$ cat config.mk
export PLATFORM = sky130hd
export DESIGN_NAME = tt_um_csa_subtractor
export DESIGN_NICKNAME = d
export VERILOG_FILES = /design/src/rtl/tt_um_csa_subtractor.sv
export SDC_FILE = /design/constraint.sdc
export NUM_CORES = 1
export LEC_CHECK = 0
export BUFFER_PORTS_ARGS = -buffer_cell sky130_fd_sc_hd__buf_2
export CAP_MARGIN = 0
export CELL_PAD_IN_SITES_DETAIL_PLACEMENT = 0
export CELL_PAD_IN_SITES_GLOBAL_PLACEMENT = 1
export CORE_ASPECT_RATIO = 1.5
export CORE_UTILIZATION = 44
export DETAILED_ROUTE_END_ITERATION = 8
export PLACE_DENSITY = 0.91
export SYNTH_ARGS = -nofsm -noshare
export SYNTH_HDL_FRONTEND = slang
export SYNTH_SLANG_ARGS = --single-unit
$ cat constraint.sdc
create_clock -name clk -period 4.6 [get_ports clk]
set_clock_uncertainty 0.2 [all_clocks]
set_input_delay 0.92 -clock clk [delete_from_list [all_inputs] [get_ports clk]]
set_output_delay 0.92 -clock clk [all_outputs]
set_load 0.01 [all_outputs]
$ cat src/rtl/tt_um_csa_subtractor.sv
// Sequential 8-bit subtractor (A - B - bin) built from two 4-bit borrow-select
// slices, evaluated low nibble first, then high nibble, behind the TinyTapeout pinout.

module csa_sub_slice (
  input  logic [3:0] a,
  input  logic [3:0] b,
  input  logic       bin,
  output logic [3:0] diff,
  output logic       bout
);

  logic [4:0] cand0;
  logic [4:0] cand1;

  // Both borrow-in cases are formed up front; bit 4 of each is its borrow out
  assign cand0 = {1'b0, a} - {1'b0, b};
  assign cand1 = {1'b0, a} - {1'b0, b} - 5'd1;

  assign {bout, diff} = bin ? cand1 : cand0;

endmodule

module tt_um_csa_subtractor (
  input  logic       clk,
  input  logic       rst_n,
  input  logic       ena,
  input  logic [7:0] ui_in,
  input  logic [7:0] uio_in,
  output logic [7:0] uo_out,
  output logic [7:0] uio_out,
  output logic [7:0] uio_oe
);

  typedef enum logic [1:0] {
    IDLE = 2'd0,
    LO   = 2'd1,
    HI   = 2'd2,
    DONE = 2'd3
  } state_t;

  state_t state;
  state_t state_nxt;

  logic [7:0] a_reg;
  logic [7:0] b_reg;
  logic       bin_reg;
  logic       bl_reg;
  logic [7:0] d_reg;
  logic       bout_reg;
  logic       zero_reg;

  logic       load_a;
  logic       load_b;
  logic       start;
  logic       start_ok;
  logic       busy;
  logic       done;

  logic [3:0] lo_diff;
  logic       lo_bout;
  logic [3:0] hi_diff;
  logic       hi_bout;
  logic       unused_bits;

  assign load_a      = uio_in[0];
  assign load_b      = uio_in[1];
  assign start       = uio_in[2];
  assign unused_bits = &{1'b0, uio_in[7:4]};

  // A start that coincides with a load strobe is dropped
  assign start_ok = start & ~load_a & ~load_b;

  csa_sub_slice u_lo (
    .a    (a_reg[3:0]),
    .b    (b_reg[3:0]),
    .bin  (bin_reg),
    .diff (lo_diff),
    .bout (lo_bout)
  );

  csa_sub_slice u_hi (
    .a    (a_reg[7:4]),
    .b    (b_reg[7:4]),
    .bin  (bl_reg),
    .diff (hi_diff),
    .bout (hi_bout)
  );

  always_ff @(posedge clk or negedge rst_n) begin
    if (!rst_n) begin
      state <= IDLE;
    end else if (ena) begin
      state <= state_nxt;
    end
  end

  always_comb begin
    state_nxt = state;
    busy      = 1'b0;
    done      = 1'b0;
    case (state)
      IDLE: begin
        if (start_ok) begin
          state_nxt = LO;
        end
      end
      LO: begin
        busy      = 1'b1;
        state_nxt = HI;
      end
      HI: begin
        busy      = 1'b1;
        state_nxt = DONE;
      end
      DONE: begin
        done      = 1'b1;
        state_nxt = IDLE;
      end
      default: state_nxt = IDLE;
    endcase
  end

  // Operands only move in IDLE, so they stay put while the slices consume them
  always_ff @(posedge clk or negedge rst_n) begin
    if (!rst_n) begin
      a_reg    <= 8'h00;
      b_reg    <= 8'h00;
      bin_reg  <= 1'b0;
      bl_reg   <= 1'b0;
      d_reg    <= 8'h00;
      bout_reg <= 1'b0;
      zero_reg <= 1'b0;
    end else if (ena) begin
      case (state)
        IDLE: begin
          if (load_a) begin
            a_reg <= ui_in;
          end
          if (load_b) begin
            b_reg <= ui_in;
          end
          if (start_ok) begin
            bin_reg <= uio_in[3];
          end
        end
        LO: begin
          d_reg[3:0] <= lo_diff;
          bl_reg     <= lo_bout;
        end
        HI: begin
          d_reg[7:4] <= hi_diff;
          bout_reg   <= hi_bout;
          zero_reg   <= ({hi_diff, d_reg[3:0]} == 8'h00);
        end
        default: begin
        end
      endcase
    end
  end

  assign uo_out  = d_reg;
  assign uio_out = {zero_reg, bout_reg, done, busy, 4'b0000};
  assign uio_oe  = 8'hF0;

endmodule

# Word level (Yosys, flattened, before mapping)
# Index checks and enable logic that the tools add are counted.
# Widths: inputs -> output; s select.
dict set report classes {
  div_mod_pow 0
  bitwise 4
  n_reduce_logical 9
  mul 0
  order_cmp 0
  addsub 4
  eq_ne 4
  n_shift 0
  n_mux 6
}
# operator n
set op_table {}
lappend op_table {{$mux 5} 2}
lappend op_table {{$sub 4x4->5} 2}
lappend op_table {{$sub 5x1->5 const B} 2}
lappend op_table {{$reduce_and 3->1} 3}
lappend op_table {{$logic_not 8->1} 1}
lappend op_table {{$pmux 2 s4} 1}
lappend op_table {{$reduce_and 2->1} 3}
lappend op_table {{$eq 2x2->1 const B} 2}
lappend op_table {{$and 1x1->1} 2}
lappend op_table {{$eq 2x1->1 const B} 1}
lappend op_table {{$logic_not 2->1} 1}
lappend op_table {{$mux 1} 2}
lappend op_table {{$mux 2} 1}
lappend op_table {{$ne 2x2->1 const B} 1}
lappend op_table {{$not 1->1} 2}
lappend op_table {{$reduce_or 2->1} 1}
dict set report totals {
  latchBits 0
  inputBits 19
  n_memories 0
  rom_bits 0
  register_bits 30
  ram_bits 0
  out_inout_bits 24
  elab_cells 36
}

# Depth between registers and ports, before layout
dict set report logic_depth {
  word_depth 5
  ltp_mapped 11
  ltp_nobuf 11
}

# By module
# From an unflattened synthesis, not the netlist that was laid out.
dict set report hier_totals {
  cells_unflattened 167
  area_unflattened_um2 1901.8
}
# module n_inst seq_area_each_um2 area_each_um2 cells_each
set modules_own_cells {}
lappend modules_own_cells {tt_um_csa_subtractor 1 750.7 1373.8 99}
lappend modules_own_cells {csa_sub_slice 2 0.0 264.0 34}

# Worst setup path before layout
# OpenSTA, ideal clock, no wires.
dict set report synth_timing {
  path_type {register -> register}
  start {register a_reg[0]}
  end {register bl_reg}
  path_slack_ps 2454
  synth_period_minus_slack_ps 2146
  arrival_ps 1818
  n_path_buf 0
  t_required_ps 4272
  stages_incl_launch_ff 12
  setup_ps 128
  cell_sequence {dfrtp_1 > inv_1 > ha_1 > inv_1 > fa_1 > inv_1 > ha_1 > nand2_1 > nor3_1 > mux2i_1 > xor2_1 > o21ai_1}
}
dict set report synth_via {
  elab_chain_len 3
}
# element line_no
set synth_lines {}
lappend synth_lines {{start: declaration} 44} ;# logic [7:0] a_reg;
lappend synth_lines {{start signal: assignment} 137} ;# a_reg <= ui_in;
lappend synth_lines {{$sub 4x4->5 *} {16, 17}}
lappend synth_lines {{$sub 5x1->5} 17} ;# assign cand1 = {1'b0, a} - {1'b0, b} - 5'd1;
lappend synth_lines {{$mux 5 *} 19} ;# assign {bout, diff} = bin ? cand1 : cand0;
lappend synth_lines {{end signal: assignment} 148} ;# bl_reg <= lo_bout;
lappend synth_lines {{end: declaration} 47} ;# logic bl_reg;
# Mark *: on every way between the ends. The rest lies on a longest branch, timed or not.
# A chain may end at the register's enable or synchronous reset.

# Final worst setup path
# Ends and elaborated chain as after synthesis.

==> results_dict.tcl <==
set metrics [dict create \
    die_area_mm2 0.00436 \
    yosysMostFrequentCell "dfrtp_1" \
    fin_nets 233 \
    synth-compound-area-share_pct 7.01 \
    start_util_pct 45.9 \
    synthSimpleGateAreaFrac_pct 10.0 \
    syn_to_final_growth_pct 9.38 \
    cp-end-kind "flop" \
    clk_pin_slew_worst_paths_ps 60 \
    synth_top_family_by_area "multiplexers" \
    cts_tree "built" \
    grt_pass1_vias 1209 \
    htreeDepth 2 \
    ys_seq_area_share_pct 41.7 \
    post_synth_inst_count 174 \
    hold_class "reg -> reg" \
    ioPinCount 43 \
    antenna_cells 0 \
    dp_hpwl_um 2280 \
    leakagePower_nw 1.00 \
    max_freq_mhz 428 \
    routedWlPerCell_um 11.7 \
    syn_area_per_cell_um2 10.4 \
    post_cts_buffers 0 \
    critPathLaunchType "flop" \
    io_buffers 26 \
    cp.arrival_ps 2300 \
    grt_pass1_wl_um 5050 \
    worst_slack_ps 2270 \
    first_pass_iters 3 \
    maxCapViolCount 0 \
    grtUsageTotal_pct 16.3 \
    pre_cts_slack_ps 2250 \
    crit_buf_inv 3 \
    die_w_um 54.3 \
    worstSkewPairLatency_ps 280 \
    crit_required_ps 4560 \
    synth_fa_ha_area_share_pct 11.9 \
    final_layout_size_suffix_gt1_share_pct 26.6 \
    synth-main-ff-cell "dfrtp_1" \
    slew_violations 0 \
    syn_area_mm2 0.00180 \
    synth_xor_xnor_area_share_pct 5.35 \
    synth_largest_area_cell "dfrtp_1" \
    fin_total_pwr_mw 1.60 \
    cts_made_buffers 5 \
    gp_congestion 0.711 \
    synthMuxAreaShare_pct 12.4 \
    fin_crit_sh_pct 50.8 \
    status "finished, final reports clean" \
    vias 1189 \
    finalHoldViolations 0 \
    post_cts_resized 0 \
    path_common_cell "inv_1" \
    core-area_mm2 0.00392 \
    postCtsHoldBufs 0 \
    rows 28 \
    synth_area_leaders "dfrtp_1 42%, mux2_2 11%, ha_1 9.7%" \
    async_flop_share_pct 100 \
    drt_wl_total_um 2840 \
    path_cells "inv_1 -> ha_1 -> inv_1 -> fa_1 -> inv_1 -> ha_1 -> nand2_1 -> nor3_1 -> mux2i_1 -> xor2_1 -> o21ai_1" \
    setup_viol 0 \
    setup_tns_ps 0 \
    period_minus_slack_ps 2330 \
    relSlewSlack_pct 57.8 \
    cts_sinks 30 \
    netlist_top_cells_count "30 x dfrtp_1, 19 x nand2_1, 18 x mux2_2, 17 x buf_4, 15 x inv_1" \
    rsz0062_at_grt "no" \
    root_buffer "clkbuf_8" \
    antenna_found_initial 0 \
    critical_path_peak_fanout 3 \
    yosys.area.top_type_share_pct 41.7 \
    fillCellCount 401 \
    ys_types 31 \
    cp_top_family "adder cells" \
    drt-initial-drc-count 10 \
    synth-seq-cells 30 \
    slowest_delay_ps 520 \
    cts_buffer_depth 2 \
    worst_pin_slew_ps 632 \
    yosys_warnings 0 \
    crit_type "reg -> reg" \
    drc 0 \
    dpl_cell_area_mm2 0.00188 \
    grt_max_degree 31 \
    cp_slowest_cell "fa_1" \
    die_h_um 80.4 \
    vdd_drop_max_mv 0.342 \
    hold_ws_ps 268 \
    drtAntennaViolNets 0 \
    powerDensity_mw_per_mm2 813 \
    fin_area_mm2 0.00197 \
    via_per_inst 4.87 \
    synth-edff-count 0 \
    grt_overflow 0 \
]
through the flow:
step | utilization (%) | std cells
4_1_cts | 50.2 | 244
6_report | 50.2 | 244
3_5_place_dp | 47.9 | 236
2_1_floorplan | - | 184
5_1_grt | 50.2 | 244
3_3_place_gp | 47.9 | 236
cells by family after synthesis:
group	count (synthesis)
AO/OA/AOI/OAI	21
XOR/XNOR	11
adder cells (fa/ha/maj)	16
buffers and inverters	34
flip-flops	30
multiplexers	20
other	2
AND/OR/NAND/NOR	40
area by class of cell:
cell class / instances / area (um2) / share of cell area [%]
Inverter: 15 / 56.3 / 2.86
Multi-Input combinational cell: 120 / 886 / 45.0
Sequential cell: 30 / 751 / 38.1
Clock inverter: 1 / 5.00 / 0.254
Timing Repair Buffer: 26 / 130 / 6.60
Tap cell: 45 / 56.3 / 2.86
Clock buffer: 7 / 86.3 / 4.38
per-layer routing:
metal	global-route usage, %	vias up	part of all wire [%]	routed length [um]
li1	-	595	-	-
met1	16.4	563	37	1050
met2	28.8	25	57	1610
met3	4.55	6	3.6	101
met4	8.46	0	2.8	79
met5	0	-	0	0
where the power goes:
group	switching, mW	leakage [nW]	total [mW]	internal, mW
combinational	0.480	0.587	0.900	0.420
clock	0.0949	0.0482	0.215	0.120
sequential	0.0914	0.365	0.486	0.395
total	0.667	1.00	1.60	0.935
placed cells by master (no fill, tap or decap), drive strengths merged, types with 2 or more instances in the layout:
master,netlist,layout
conb,2,12
mux2,18,18
mux2i,2,2
inv,15,15
a21oi,5,5
dfrtp,30,30
ha,14,14
buf,18,26
xor2,9,9
o21ai,10,10
clkbuf,1,7
nand2,19,19
nor3,2,2
a22o,2,2
nor2,7,7
nand3,5,5
a21o,2,2
xnor2,2,2
nand2b,2,2
fa,2,2
worst min-delay path: cells and delay by family (launching register included):
family             cells  cell delay [ps]
and+or+nand+nor        1               40
DFF                    1              340
AOI/OAI and AO/OA      1               50
worst paths after layout:
check                           startpoint         to  slack (ps)  cells past startpoint
worst max-delay path              a_reg[0]     bl_reg        2270                     11
worst min register to register   uo_out[6]  uo_out[6]         270                      2
worst min-delay path             uo_out[6]  uo_out[6]         270                      2
worst max register to register    a_reg[0]     bl_reg        2270                     11
min in group asynchronous            rst_n  uo_out[5]         460                      1
max in group asynchronous            rst_n   b_reg[3]        3330                      1
Note: power is estimated with default switching activity, not from simulation.
